<file path="src/rtl/rca_addsub_seq.sv">
`timescale 1ns / 1ps
`default_nettype none
// ============================================================================
// Module      : rca_addsub_seq
// Description : Sequential ripple-carry adder/subtractor. Resolves CHUNK bits
//               per clock, so a WIDTH-bit operation takes WIDTH/CHUNK cycles.
//               Handshaked on both sides; a result held under backpressure
//               can be retired on the same edge that accepts the next job.
// Revision    : 1.0 - initial release
// ============================================================================
module rca_addsub_seq #(
   parameter int WIDTH = 8,
   parameter int CHUNK = 2
) (
   input  logic             clk,
   input  logic             rst,
   input  logic             in_valid,
   output logic             in_ready,
   input  logic [WIDTH-1:0] a,
   input  logic [WIDTH-1:0] b,
   input  logic             c_in,
   input  logic             op,
   output logic             out_valid,
   input  logic             out_ready,
   output logic [WIDTH-1:0] sum,
   output logic             c_out,
   output logic             ovf,
   output logic             zero
);

   localparam int N  = WIDTH / CHUNK;
   localparam int KW = (N > 1) ? $clog2(N) : 1;
   localparam logic [KW-1:0] c_K_LAST = KW'(N - 1);

   typedef enum logic [1:0] {
      IDLE = 2'd0,
      RUN  = 2'd1,
      DONE = 2'd2
   } state_t;

   state_t r_state;
   state_t w_state_next;

   // Operands are consumed from the LSB end; both shift right each RUN edge.
   logic [WIDTH-1:0]       r_a;
   logic [WIDTH-1:0]       r_b;
   logic                   r_carry;
   logic [KW-1:0]          r_k;
   // Partial sum fills from the top so it is aligned after the last chunk.
   logic [WIDTH-1:0]       r_acc;
   logic [WIDTH-1:0]       r_sum;
   logic                   r_c_out;
   logic                   r_ovf;
   logic                   r_zero;

   logic                   w_accept;
   logic                   w_last;
   logic [CHUNK-1:0]       w_chunk_sum;
   logic                   w_c;
   logic                   w_c_msb_in;
   logic [WIDTH+CHUNK-1:0] w_cat;
   logic [WIDTH-1:0]       w_acc_next;

   assign in_ready   = (r_state == IDLE) || ((r_state == DONE) && out_ready);
   assign w_accept   = in_valid && in_ready;
   assign w_last     = (r_state == RUN) && (r_k == c_K_LAST);
   assign out_valid  = (r_state == DONE);
   assign sum        = r_sum;
   assign c_out      = r_c_out;
   assign ovf        = r_ovf;
   assign zero       = r_zero;

   // Ripple one chunk; also keep the carry into the chunk's top bit, which on
   // the final chunk is the carry into the MSB needed for signed overflow.
   always_comb begin
      w_c         = r_carry;
      w_c_msb_in  = r_carry;
      w_chunk_sum = '0;
      for (int i = 0; i < CHUNK; i++) begin
         w_c_msb_in     = w_c;
         w_chunk_sum[i] = r_a[i] ^ r_b[i] ^ w_c;
         w_c            = (r_a[i] & r_b[i]) | (w_c & (r_a[i] ^ r_b[i]));
      end
   end

   assign w_cat      = {w_chunk_sum, r_acc};
   assign w_acc_next = w_cat[WIDTH+CHUNK-1:CHUNK];

   // State register.
   always_ff @(posedge clk or posedge rst) begin
      if (rst) r_state <= IDLE;
      else     r_state <= w_state_next;
   end

   // Next-state: DONE with a waiting job goes straight back to RUN.
   always_comb begin
      w_state_next = r_state;
      case (r_state)
         IDLE:    if (w_accept) w_state_next = RUN;
         RUN:     if (w_last)   w_state_next = DONE;
         DONE: begin
            if (out_ready) w_state_next = in_valid ? RUN : IDLE;
         end
         default: w_state_next = IDLE;
      endcase
   end

   // Datapath: load on accept, ripple while running, publish on last chunk.
   always_ff @(posedge clk or posedge rst) begin
      if (rst) begin
         r_a     <= '0;
         r_b     <= '0;
         r_carry <= 1'b0;
         r_k     <= '0;
         r_acc   <= '0;
         r_sum   <= '0;
         r_c_out <= 1'b0;
         r_ovf   <= 1'b0;
         r_zero  <= 1'b0;
      end else if (w_accept) begin
         // Subtract is a + ~b + ~borrow; inversion happens once at load.
         r_a     <= a;
         r_b     <= b ^ {WIDTH{op}};
         r_carry <= c_in ^ op;
         r_k     <= '0;
      end else if (r_state == RUN) begin
         r_a     <= r_a >> CHUNK;
         r_b     <= r_b >> CHUNK;
         r_carry <= w_c;
         r_acc   <= w_acc_next;
         r_k     <= r_k + 1'b1;
         if (w_last) begin
            r_sum   <= w_acc_next;
            r_c_out <= w_c;
            r_ovf   <= w_c ^ w_c_msb_in;
            r_zero  <= (w_acc_next == '0);
         end
      end
   end

endmodule
`default_nettype wire

</file>
<file path="config.mk">
export PLATFORM = sky130hd
export DESIGN_NAME = rca_addsub_seq
export DESIGN_NICKNAME = d
export VERILOG_FILES = /design/src/rtl/rca_addsub_seq.sv
export SDC_FILE = /design/constraint.sdc
export NUM_CORES = 1
export LEC_CHECK = 0
export ABC_AREA = 1
export CAP_MARGIN = 0
export CORE_ASPECT_RATIO = 1.2
export CORE_MARGIN = 1.5
export CORE_UTILIZATION = 47
export CTS_CLUSTER_DIAMETER = 40
export DETAILED_ROUTE_END_ITERATION = 8
export PLACE_DENSITY = 0.75
export SYNTH_ARGS = -nofsm -noshare
export SYNTH_HDL_FRONTEND = slang
export SYNTH_SLANG_ARGS = --single-unit
</file>
<file path="constraint.sdc">
create_clock -name clk -period 1.9 [get_ports clk]
set_input_delay 0.19 -clock clk [delete_from_list [all_inputs] [get_ports clk]]
set_output_delay 0.19 -clock clk [all_outputs]
set_load 0.01 [all_outputs]
</file>
---- Word level (Yosys, flattened, before mapping) ----
Index checks and enable logic that the tools add are counted.
word-level totals
  register bits after elaboration ......... 40
  input bits .............................. 22
  output and inout port bits .............. 13
  logic and storage cells ................. 54
operators by class
  add/subtract/negate cells ............... 1
  equal/unequal tests ..................... 6
  multiplexer cells ....................... 13
  bitwise logic cells ..................... 14
  reduce and logical (&&, ||, !) cells .... 10
operator list
  kind                                           number
  2-to-1 mux 8 bit                               4
  2-to-1 mux 2 bit                               5
  zero test 8 bit                                1
  XOR 8 bit                                      1
  one-hot mux 2 bit (3 select lines)             1
  AND reduction 3 bit                            2
  XOR 1 bit                                      6
  AND 1 bit                                      4
  == test 2 bit, second input constant           2
  != test 2 bit, second input constant           2
  logical AND 1 bit                              3
  2-to-1 mux 1 bit                               3
  adder 2 x 1 -> 2 bit, second input constant    1
  == test 2 x 1 -> 1 bit, second input constant  1
  zero test 2 bit                                1
  != test 2 x 1 -> 1 bit, second input constant  1
  bitwise OR 1 bit                               2
  AND reduction 2 bit                            1
  nonzero test 2 bit                             1
  logical OR 1 bit                               1
  NOT 1 bit                                      1

---- Depth between registers and ports, before layout ----
  depth after elaboration ................. 7
  mapped depth ............................ 8
  depth with buffers taken out ............ 8

---- Worst setup path before layout ----
Ideal clock, no wire load.
  path kind ............................... register to register
  from .................................... reg r_a[0]
  to ...................................... reg r_zero, in the netlist zero
  arrival ................................. 1.677 ns
  required time ........................... 1.835 ns
  path slack .............................. 0.158 ns
  stages on the path, launching flop included .. 8
  buffers on the path ..................... 0
  cell sequence ........................... dfrtp_1 > inv_1 > fa_1 > fa_1 > nand2_1 > nor3_1 > nand3_1 > nand2_1
between the ends
  longest elaborated chain between the ends .. 5
  elaborated cells between the ends (all ways) .. 7
ends and longest elaborated chain
  element                 line    text
  from (decl)             45      logic [WIDTH-1:0] r_a;
  from (signal assigned)  127     r_a <= r_a >> CHUNK;
  XOR 1 bit               81, 82
  AND 1 bit               82      w_c = (r_a[i] & r_b[i]) | (w_c & (r_a[i] ^ r_b[i]));
  bitwise OR 1 bit        82
  XOR 1 bit               81      w_chunk_sum[i] = r_a[i] ^ r_b[i] ^ w_c;
  zero test 8 bit *       136     r_zero <= (w_acc_next == '0);
  to (signal assigned)    136
  to (decl)               54      logic r_zero;
Every way passes the cells marked *; elsewhere a longest branch is shown, timed or not.
A chain may end at the register's enable or synchronous reset.

---- Worst setup path after layout ----
Same ends and word-level chain as after synthesis.

==> results.yml <==
status:
  outcome: "complete, no violations"
sta:
  fin_crit_sh_pct: 92.0
  finClkSkew_ns: 0.00618
  drv_slew: 0
  period_needed_ns: 1.75
  final-hold-violation-count: 0
  setup_viol: 0
  worst_pin_slew_ns: 0.463
  fmax_mhz: 572
  setup_tns_ns: 0
  rsz0062_at_grt: "no"
  slew_headroom_pct: 69.2
critical_path:
  critPathLaunchType: "flip-flop"
  worstPathRequired_ns: 2.13
  endpoint_kind: "flip-flop"
  reg2reg_depth: 7
  crit_arrival_ns: 1.98
  worstSetupPathType: "reg2reg"
  crit_fanout: 2
floorplanning:
  die_y_um: 74.8
  dieArea_um2: 4700
  rows: 25
  start_util_pct: 50.1
  ios: 35
  core_area_um2: 4040
  die_w_um: 62.9
clock_network:
  htree_levels: 2
  clock-root-buffer: "clkbuf_8"
  clkTransAtPathRegs_ns: 0.07
  cts_sinks: 38
  ctsLongestPathBuffers: 2
  cts_made_buffers: 5
  clock_latency_ns: 0.29
  ctsHoldBuffers: 0
  cts_tree: "built"
power_and_ir_drop:
  p_sw_share_pct: 41.3
  p_int_mw: 2.27
  p_leak_nw: 1.31
  pwr-share-clk_pct: 13.2
  cellPowerDensity_nw_per_um2: 1560
  peakVddDrop_v: 0.000608
  power.share.combinational_pct: 50.8
  p_switching_mw: 1.60
  seqPwrFrac_pct: 36.1
synth:
  yosysSeqAreaShare_pct: 47.1
  yosysUniqueCellTypes: 21
  syn_area_um2: 2020
  async_flop_share_pct: 100
  yosysMostFrequentCell: "nand2_1"
  synthFlopType: "dfrtp_1"
  synth_top_area_share_pct: 47.1
  synth_common_cells: "nand2_1, dfrtp_1, inv_1"
  syn-num-nets: 277
  post_synth_main_area_contributors: "dfrtp_1, nand2_1, nand3_1"
  synth_edf_count: 0
  yosys_register_bits: 38
  synth_top_area_cell: "dfrtp_1"
  syn_inst: 252
  syn_area_per_cell_um2: 8.02
  yosys_warnings: 0
cells_and_area:
  layout-drive-gt1-share_pct: 12.5
  design_area_um2: 2490
  fin_nets: 314
  diodes: 0
  synthToLayoutAreaGrowth_pct: 23.1
detailed_routing:
  via_per_inst: 4.75
  drcViolationCount: 0
  wl_per_cell_um: 10.6
  drtIter0Drc: 66
  wl_mm: 3.64
  dr.pass1.iters: 5
  dr_total_vias: 1630
  ant_nets: 0
placed_design:
  dp_hpwl_mm: 2.66
  place_congestion: 0.810
  port_buffers: 34
  placed_cell_area_um2: 2390
grt:
  antenna_found_initial: 0
  grt_pass1_vias: 1476
  overflow: 0
  grt_start_max_net_pins: 39
  grt_pass1_wl_mm: 6.45
  grt.total_usage_pct: 17.7
hold_path:
  hp-class: "in2async"
flow_run:
  drv_cap: 0
## flip-flops by register name (all words and copies together), names as in the netlist
signal / cells
c_out: 1
ovf: 1
r_a: 8
r_acc: 6
r_b: 8
r_carry: 1
r_k: 2
r_state: 2
sum: 8
zero: 1
## metal layers
metal  vias up  GRT usage, %  share of wire, %
li1        847             -                 -
met3         7          4.19               3.6
met2        39          31.9                51
met5         -             0                 0
met4         0          7.41               2.0
met1       737          20.6                43
## placed cells by master, fill, tap and decap left out, types with 5 or more instances in the layout
cell / synthesis / layout
nand4_1: 6 / 6
dfrtp_1: 38 / 38
clkbuf_8: 0 / 5
o21ai_0: 7 / 7
clkdlybuf4s50_1: 0 / 34
nand2_1: 102 / 102
o21ai_2: 12 / 12
buf_4: 0 / 6
nand3_1: 26 / 26
inv_1: 31 / 31
## cell type report
class,count,area [µm²]
Clock inverter,2,10.0
Sequential cell,38,951
Fill cell,359,1550
Clock buffer,5,68.8
Tap cell,54,67.6
Inverter,35,134
Multi-Input combinational cell,168,851
Timing Repair Buffer,41,405
## power groups by stage
stage / Sequential, mW / Combinational, mW / Clock, mW
2_1_floorplan: 1.41 / 1.39 / 0
3_3_place_gp: 1.39 / 1.87 / 0
3_5_place_dp: 1.41 / 1.91 / 0
4_1_cts: 1.40 / 1.97 / 0.523
5_1_grt: 1.44 / 2.23 / 0.554
6_report: 1.40 / 1.97 / 0.510
## path summary, 6_finish.rpt
check,start,to,slack (ns)
setup / recovery,r_a[0],zero,0.15
hold / removal,rst,sum[6],0.31
setup reg to reg,r_a[0],zero,0.15
hold reg to reg,sum[1],sum[1],0.48
max in group asynchronous,rst,sum[7],1.26
min in group clk,a[7],r_a[7],0.44
## per-stage QoR
| stage | utilization [%] | hold slack (ns) | std cells | worst slack (ns) | power (mW) |
|---|---|---|---|---|---|
| floorplan | - | 0.307 | 252 | 0.158 | 2.80 |
| global placement | 59.3 | 0.465 | 335 | 0.108 | 3.26 |
| detailed placement | 59.3 | 0.467 | 335 | 0.0126 | 3.32 |
| CTS | 61.5 | 0.326 | 343 | 0.0119 | 3.89 |
| global route | 61.6 | 0.368 | 343 | 0.0351 | 4.23 |
| finish | 61.6 | 0.314 | 343 | 0.152 | 3.87 |
## cells by family (layout without fill, tap and decap cells)
| logic type | Yosys count | count (layout) | synth area share, % |
|---|---|---|---|
| flops | 38 | 38 | 47.1 |
| fa+ha+maj | 3 | 3 | 2.60 |
| buf+inv | 46 | 83 | 11.2 |
| compound gates | 20 | 20 | 7.37 |
| xor+xnor | 4 | 4 | 1.73 |
| simple gates | 141 | 141 | 30.0 |
## timing repair
item	in CTS	in global routing
setup endpoints to repair	1	1
buffers inserted	1	0
resized for setup	0	2
pin swaps	1	0
## critical path: stages (launching register included)
cell	delay [ns]
dfrtp_1	0.34
inv_1	0.06
fa_2	0.41
fa_1	0.54
nand2_1	0.07
nor3_2	0.11
nand3_1	0.09
nand2_1	0.06
(Power assumes the default switching activity.)
